`src/rtl/matrix_encoder_seq_ctrl.sv`:
```
// matrix_encoder_seq_ctrl
// Sequencing controller for the matrix encoder datapath. Walks N_WORDS source
// words: load input register, wait RD_LAT cycles for the encoder, write the
// result (with sink backpressure), then pulse done.
// Optional feature: define MATRIX_ENC_ABORT_EN to add the abort input and the
// aborted pulse output.
module matrix_encoder_seq_ctrl #(
  parameter int N_WORDS = 16,
  parameter int ADDR_W  = 4,
  parameter int RD_LAT  = 1
) (
  input  logic              clk,
  input  logic              rst,
  input  logic              start,
  input  logic              out_ready,
`ifdef MATRIX_ENC_ABORT_EN
  input  logic              abort,
`endif
  output logic              inreg_en,
  output logic [ADDR_W-1:0] rd_addr,
  output logic              wr_en,
  output logic [ADDR_W-1:0] wr_addr,
  output logic              busy,
  output logic              done
`ifdef MATRIX_ENC_ABORT_EN
  ,
  output logic              aborted
`endif
);

  localparam int LAT_W = $clog2(RD_LAT) + 1;

  localparam logic [2:0] S_IDLE       = 3'd0;
  localparam logic [2:0] S_FIRST_READ = 3'd1;
  localparam logic [2:0] S_WAIT       = 3'd2;
  localparam logic [2:0] S_WRITE      = 3'd3;
  localparam logic [2:0] S_READ       = 3'd4;
  localparam logic [2:0] S_DONE       = 3'd5;

  localparam logic [ADDR_W-1:0] LAST_IDX = ADDR_W'(N_WORDS - 1);
  localparam logic [LAT_W-1:0]  LAT_LAST = LAT_W'(RD_LAT - 1);
  // A load cycle is followed by WAIT only when the encoder needs extra cycles.
  localparam logic [2:0]        AFTER_RD = (RD_LAT > 1) ? S_WAIT : S_WRITE;
  // lat counts cycles since the load; the load cycle itself is count 0, so
  // WAIT starts at 1 and leaves when it reaches RD_LAT-1.
  localparam logic [LAT_W-1:0]  LAT_FROM_RD = (RD_LAT > 1) ? LAT_W'(1) : '0;

  logic [2:0]        state, state_n;
  logic [ADDR_W-1:0] cnt, cnt_n;
  logic [LAT_W-1:0]  lat, lat_n;
`ifdef MATRIX_ENC_ABORT_EN
  logic              aborted_q, aborted_n;
`endif

  // Next-state and next-register computation.
  always_comb begin
    // NOTE: every signal assigned in this block gets a default first, so no
    // path through the case can leave one unassigned and infer a latch.
    state_n = state;
    cnt_n   = cnt;
    lat_n   = lat;
`ifdef MATRIX_ENC_ABORT_EN
    aborted_n = 1'b0;
`endif
    case (state)
      S_IDLE: begin
        cnt_n = '0;
        lat_n = '0;
        if (start) state_n = S_FIRST_READ;
      end
      S_FIRST_READ: begin
        lat_n   = LAT_FROM_RD;
        state_n = AFTER_RD;
      end
      S_WAIT: begin
        if (lat == LAT_LAST) begin
          lat_n   = '0;
          state_n = S_WRITE;
        end else begin
          lat_n = lat + LAT_W'(1);
        end
      end
      S_WRITE: begin
        // Hold with wr_addr stable until the sink takes the word.
        if (out_ready) state_n = (cnt == LAST_IDX) ? S_DONE : S_READ;
      end
      S_READ: begin
        cnt_n   = cnt + ADDR_W'(1);
        lat_n   = LAT_FROM_RD;
        state_n = AFTER_RD;
      end
      S_DONE: begin
        state_n = S_IDLE;
      end
      default: begin
        state_n = S_IDLE;
        cnt_n   = '0;
        lat_n   = '0;
      end
    endcase
`ifdef MATRIX_ENC_ABORT_EN
    // Cancel overrides every other transition of an active job.
    if (abort && (state != S_IDLE) && (state != S_DONE)) begin
      state_n   = S_IDLE;
      cnt_n     = '0;
      lat_n     = '0;
      aborted_n = 1'b1;
    end
`endif
  end

  // State and counter registers with asynchronous active-low reset.
  always_ff @(posedge clk or negedge rst) begin
    if (!rst) begin
      state <= S_IDLE;
      cnt   <= '0;
      lat   <= '0;
`ifdef MATRIX_ENC_ABORT_EN
      aborted_q <= 1'b0;
`endif
    end else begin
      // NOTE: sequential state uses non-blocking assignments so every
      // register samples the pre-edge values, independent of statement order.
      state <= state_n;
      cnt   <= cnt_n;
      lat   <= lat_n;
`ifdef MATRIX_ENC_ABORT_EN
      aborted_q <= aborted_n;
`endif
    end
  end

  // Moore output decode from state and registers only.
  always_comb begin
    inreg_en = 1'b0;
    rd_addr  = '0;
    wr_en    = 1'b0;
    wr_addr  = '0;
    busy     = 1'b0;
    done     = 1'b0;
    case (state)
      S_FIRST_READ: begin
        inreg_en = 1'b1;
        busy     = 1'b1;
      end
      S_WAIT: begin
        busy = 1'b1;
      end
      S_WRITE: begin
        wr_en   = 1'b1;
        wr_addr = cnt;
        busy    = 1'b1;
      end
      S_READ: begin
        inreg_en = 1'b1;
        rd_addr  = cnt + ADDR_W'(1);
        busy     = 1'b1;
      end
      S_DONE: begin
        done = 1'b1;
      end
      default: begin
        busy = 1'b0;
      end
    endcase
  end

`ifdef MATRIX_ENC_ABORT_EN
  // Cancel pulse: the register is only set on the edge into IDLE.
  assign aborted = aborted_q;
`endif

endmodule

```
`config.mk`:
```
export PLATFORM = sky130hd
export DESIGN_NAME = matrix_encoder_seq_ctrl
export DESIGN_NICKNAME = d
export VERILOG_FILES = /design/src/rtl/matrix_encoder_seq_ctrl.sv
export SDC_FILE = /design/constraint.sdc
export NUM_CORES = 1
export LEC_CHECK = 0
export ABC_AREA = 1
export BUFFER_PORTS_ARGS = -buffer_cell sky130_fd_sc_hd__buf_4
export CAP_MARGIN = 20
export CORE_AREA = 2 2 39 41
export CTS_CLUSTER_SIZE = 14
export DETAILED_ROUTE_END_ITERATION = 16
export DIE_AREA = 0 0 41 43
export PLACE_DENSITY = 0.65
export SLEW_MARGIN = 20
export SYNTH_ARGS = -nofsm -noshare
export SYNTH_HDL_FRONTEND = slang
export SYNTH_SLANG_ARGS = --single-unit
```
`constraint.sdc`:
```
create_clock -name clk -period 2.1 [get_ports clk]
set_clock_uncertainty 0.1 [all_clocks]
set_input_delay 0.105 -clock clk [delete_from_list [all_inputs] [get_ports clk]]
set_output_delay 0.105 -clock clk [all_outputs]
set_load 0.02 [all_outputs]
```
Yosys cells after proc, flatten, opt, wreduce, memory -nomap -nowiden
Index checks and enable logic that the tools add are counted.
{"block": "totals", "inputBits": 4, "output_inout_bits": 12, "regBits": 8, "wordCells": 34}
{"block": "op_classes", "reduce_logical": 6, "muxes": 14, "add_sub_neg": 2, "eq_ne": 9}
{"cell": "one-hot mux 3 bit (4 select lines)", "n": 1}
{"cell": "two-way mux 3 bit", "n": 3}
{"cell": "two-way mux 4 bit", "n": 2}
{"cell": "one-hot mux 4 bit (2 select lines)", "n": 1}
{"cell": "OR reduction 4 bit", "n": 2}
{"cell": "== test 3 x 2 -> 1 bit (second input constant)", "n": 2}
{"cell": "== test 3 bit (second input constant)", "n": 2}
{"cell": "two-way mux 1 bit", "n": 6}
{"cell": "!= test 2 bit (second input constant)", "n": 3}
{"cell": "adder 4 x 1 -> 4 bit (second input constant)", "n": 1}
{"cell": "== test 4 bit (second input constant)", "n": 1}
{"cell": "OR reduction 2 bit", "n": 2}
{"cell": "== test 3 x 1 -> 1 bit (second input constant)", "n": 1}
{"cell": "logical NOT 3 bit", "n": 1}
{"cell": "AND reduction 3 bit", "n": 1}
{"cell": "one-hot mux 1 bit (2 select lines)", "n": 1}
{"cell": "adder 1 bit (second input constant)", "n": 1}

Depth between registers and ports, before layout
{"block": "depth", "depth_word": 4, "mapped_depth": 6, "ltp_nobuf": 6}

Least setup slack after synthesis
Ideal clock, no wire load.
{"block": "synth_timing", "path_type": "register to register", "start": "register state[0]", "end": "register cnt[0]", "stages_incl_launch_ff": 5, "synth_period_minus_slack_ns": 1.265, "required_time_ns": 1.922, "setup_ns": 0.078, "slack_ns": 0.835, "arrival_ns": 1.087, "cell_sequence": "dfrtp_1 -> nor2_2 -> nand2_2 -> nor2_2 -> o21bai_1"}
{"block": "synth_via", "elab_chain_cells": 3, "word_cells_on_any_way": 7, "cone_classes": "eq/ne (5); mux (1); reduce/logical (1)"}
{"element": "start, declared", "line": "48", "source": "logic [2:0] state, state_n;"}
{"element": "start signal, assigned", "line": "124", "source": "state <= state_n;"}
{"element": "== test 3 bit (tied with other cells)", "line": "65", "source": "case (state)"}
{"element": "OR reduction 4 bit (no source line)"}
{"element": "one-hot mux 4 bit (2 select lines)", "line": "65"}
{"element": "end signal, assigned", "line": "125", "source": "cnt <= cnt_n;"}
{"element": "end, declared", "line": "49", "source": "logic [ADDR_W-1:0] cnt, cnt_n;"}
Several ways; a longest one is shown, not always the timed one.
A chain may end at the register's enable or synchronous reset.

Worst setup path in the final report
{"block": "layout_timing", "start": "register state[0]", "end": "output port rd_addr[3]"}
{"block": "layout_via", "elab_chain_cells": 2}
{"element": "== test 3 bit", "line": "141", "source": "case (state)"}
{"element": "two-way mux 4 bit", "line": "141"}
{"element": "end, declared", "line": "20", "source": "output logic [ADDR_W-1:0] rd_addr,"}
No other way between the ends.

==> results.cfg <==
[outcome]
status = complete, no violations

[clocking]
clock_path_buffers = 2
cts_made_buffers = 3
root_buffer = clkbuf_4
clock_sinks = 7
htreeDepth = 1
cts_setup_buffers = 0
insertion_delay_ns = 0.26
cts.clk_slew.worst_paths_ns = 0.06
cts_resized = 0
ctsHoldBuffers = 2
tritoncts = done

[layout]
fillers = 148
final_layout_size_suffix_gt1_share_pct = 40.2
final_cell_area_um2 = 638
area_delta_synth_final_pct = 39.3
final_nets = 88
antenna_cells = 0

[yosys]
yosysSeqAreaShare_pct = 38.3
async_reset_ff_share_pct = 100
ys_types = 17
synth_top_cell_by_area = dfrtp_1
syn_nets = 66
synth_common_cells = 11 x inv_1, 7 x dfrtp_1, 7 x nand2_1, 7 x nor2_1, 6 x nand3_1
synth_top_cell_area_share_pct = 38.3
syn_avg_cell_area_um2 = 7.51
ys.flop_type = dfrtp_1
yosys.cell_count.top_type = inv_1
ys_ff_latch = 7
syn-cell-area_um2 = 458
synth_area_leaders = dfrtp_1 38%, inv_1 9.0%, nand3_1 6.6%, nand2_1 5.7%, nor2_1 5.7%
synth-edff-count = 0
synth_warnings = 0
syn_inst = 61

[floorplanning]
rows = 14
num_io_pins = 16
placeableCoreArea_mm2 = 0.00138
die_h_um = 43
start_util_pct = 33.1
dieWidth_um = 41
die_area_mm2 = 0.00176

[routing]
wl_met2_um = 442
routed_wl_um = 963
drt-met1-wl_um = 442
route.antenna.remaining_nets = 0
vias = 432
top_layer_used = met3
viasPerCell = 4.41
wl_met3_um = 78
firstDrtPassIters = 3
drc_errors = 0
wire_per_inst_um = 9.83
first_iter_violations = 9

[critical_path]
arrival_ns = 1.44
start_kind = flip-flop
cp.required_ns = 1.89
worstPathMaxFanout = 8
endpoint_kind = output port
worstSetupPathType = reg -> out

[global_route]
grt_pass1_vias = 394
grt_antenna_before_repair = 0
grt_usage_pct = 13.8
grt_overflow_total = 0
grt_first_pass_wirelength_mm = 1.59
grt_max_degree = 9

[placed_design]
place_area_um2 = 591
dp_slack_ns = 0.748
dp_hpwl_um = 771
gp_congestion = 0.738
io_buffers = 15

[timing]
setup_viol_count_final = 0
setup-tns-final_ns = 0
worst_slack_ns = 0.453
rsz0062_at_grt = no
fin_crit_sh_pct = 78.4
slew_violations = 0
period_minus_slack_ns = 1.65
slew_headroom_pct = 84.0
worstMarginPinSlew_ns = 0.240
hold_viol = 0
timing.fmax_ghz = 0.607

[run]
max_cap_viol_count = 0

[min_path]
hold_class = in -> async

[pwr]
power_density_mw_per_mm2 = 1260
finalPower_mw = 0.805
ir_drop_uv = 645
p_leak_nw = 0.347
final cells by class:
| type | instances | area [um2] | area share (%) |
|---|---|---|---|
| Inverter | 15 | 56.3 | 8.82 |
| Timing Repair Buffer | 17 | 133 | 20.8 |
| Multi-Input combinational cell | 39 | 226 | 35.5 |
| Clock inverter | 1 | 5.00 | 0.784 |
| Clock buffer | 3 | 22.5 | 3.53 |
| Sequential cell | 7 | 175 | 27.5 |
| Tap cell | 16 | 20.0 | 3.14 |
registers in the layout (all words and copies together), names as in the netlist:
signal,cells
cnt,4
state,3
metrics by stage:
step / cells / hold slack, ns / utilization (%)
CTS: 98 / 0.0906 / 46.1
floorplan: 61 / -0.291 / -
detailed placement: 92 / -0.177 / 42.7
finish: 98 / 0.0902 / 46.1
global placement: 92 / -0.176 / 42.7
global route: 98 / 0.0898 / 46.1
critical path: stages, from the launching register on:
cell	delay, ns
dfrtp_1	0.45
nor2_2	0.19
nand2_2	0.15
a21oi_2	0.13
o21ai_1	0.09
inv_1	0.06
buf_4	0.13
per-layer routing:
| metal | track usage, % | up-vias |
|---|---|---|
| met4 | 2.00 | 0 |
| met5 | 0 | - |
| met3 | 9.42 | 0 |
| met2 | 20.3 | 11 |
| li1 | - | 231 |
| met1 | 16.6 | 190 |
cell usage in the layout (no fill, tap or decap), drive strengths merged, types with 3 or more instances in the layout:
master,synthesis,final
buf,0,15
inv,15,15
nor2,11,11
nand2,9,9
nand3,8,8
dfrtp,7,7
o21ai,3,3
clkbuf,0,3
power by group:
part           internal, mW  switching (mW)
logic                 0.173           0.276
clock network        0.0698          0.0538
registers             0.170          0.0614
cells by family after synthesis:
kind of cell	Yosys count	synth area share (%)
AO/OA/AOI/OAI	9	13.1
adder cells (fa/ha/maj)	1	2.73
flip-flops	7	38.3
XOR/XNOR	1	1.91
buffers and inverters	15	12.3
AND/OR/NAND/NOR	28	31.7
path summary, 6_finish.rpt:
path | slack [ns] | startpoint | end | cells past startpoint
max | 0.45 | state[0]$_DFFE_PN0P_ | rd_addr[3] | 6
max reg2reg | 0.84 | state[2]$_DFFE_PN0P_ | state[0]$_DFFE_PN0P_ | 4
min in group clk | 0.12 | start | state[2]$_DFFE_PN0P_ | 5
min reg2reg | 0.50 | cnt[3]$_DFFE_PN0N_ | cnt[3]$_DFFE_PN0N_ | 2
max in group asynchronous | 1.68 | rst | cnt[1]$_DFFE_PN0N_ | 2
min | 0.09 | rst | state[0]$_DFFE_PN0P_ | 2
Note: power is estimated with default switching activity, not from simulation.
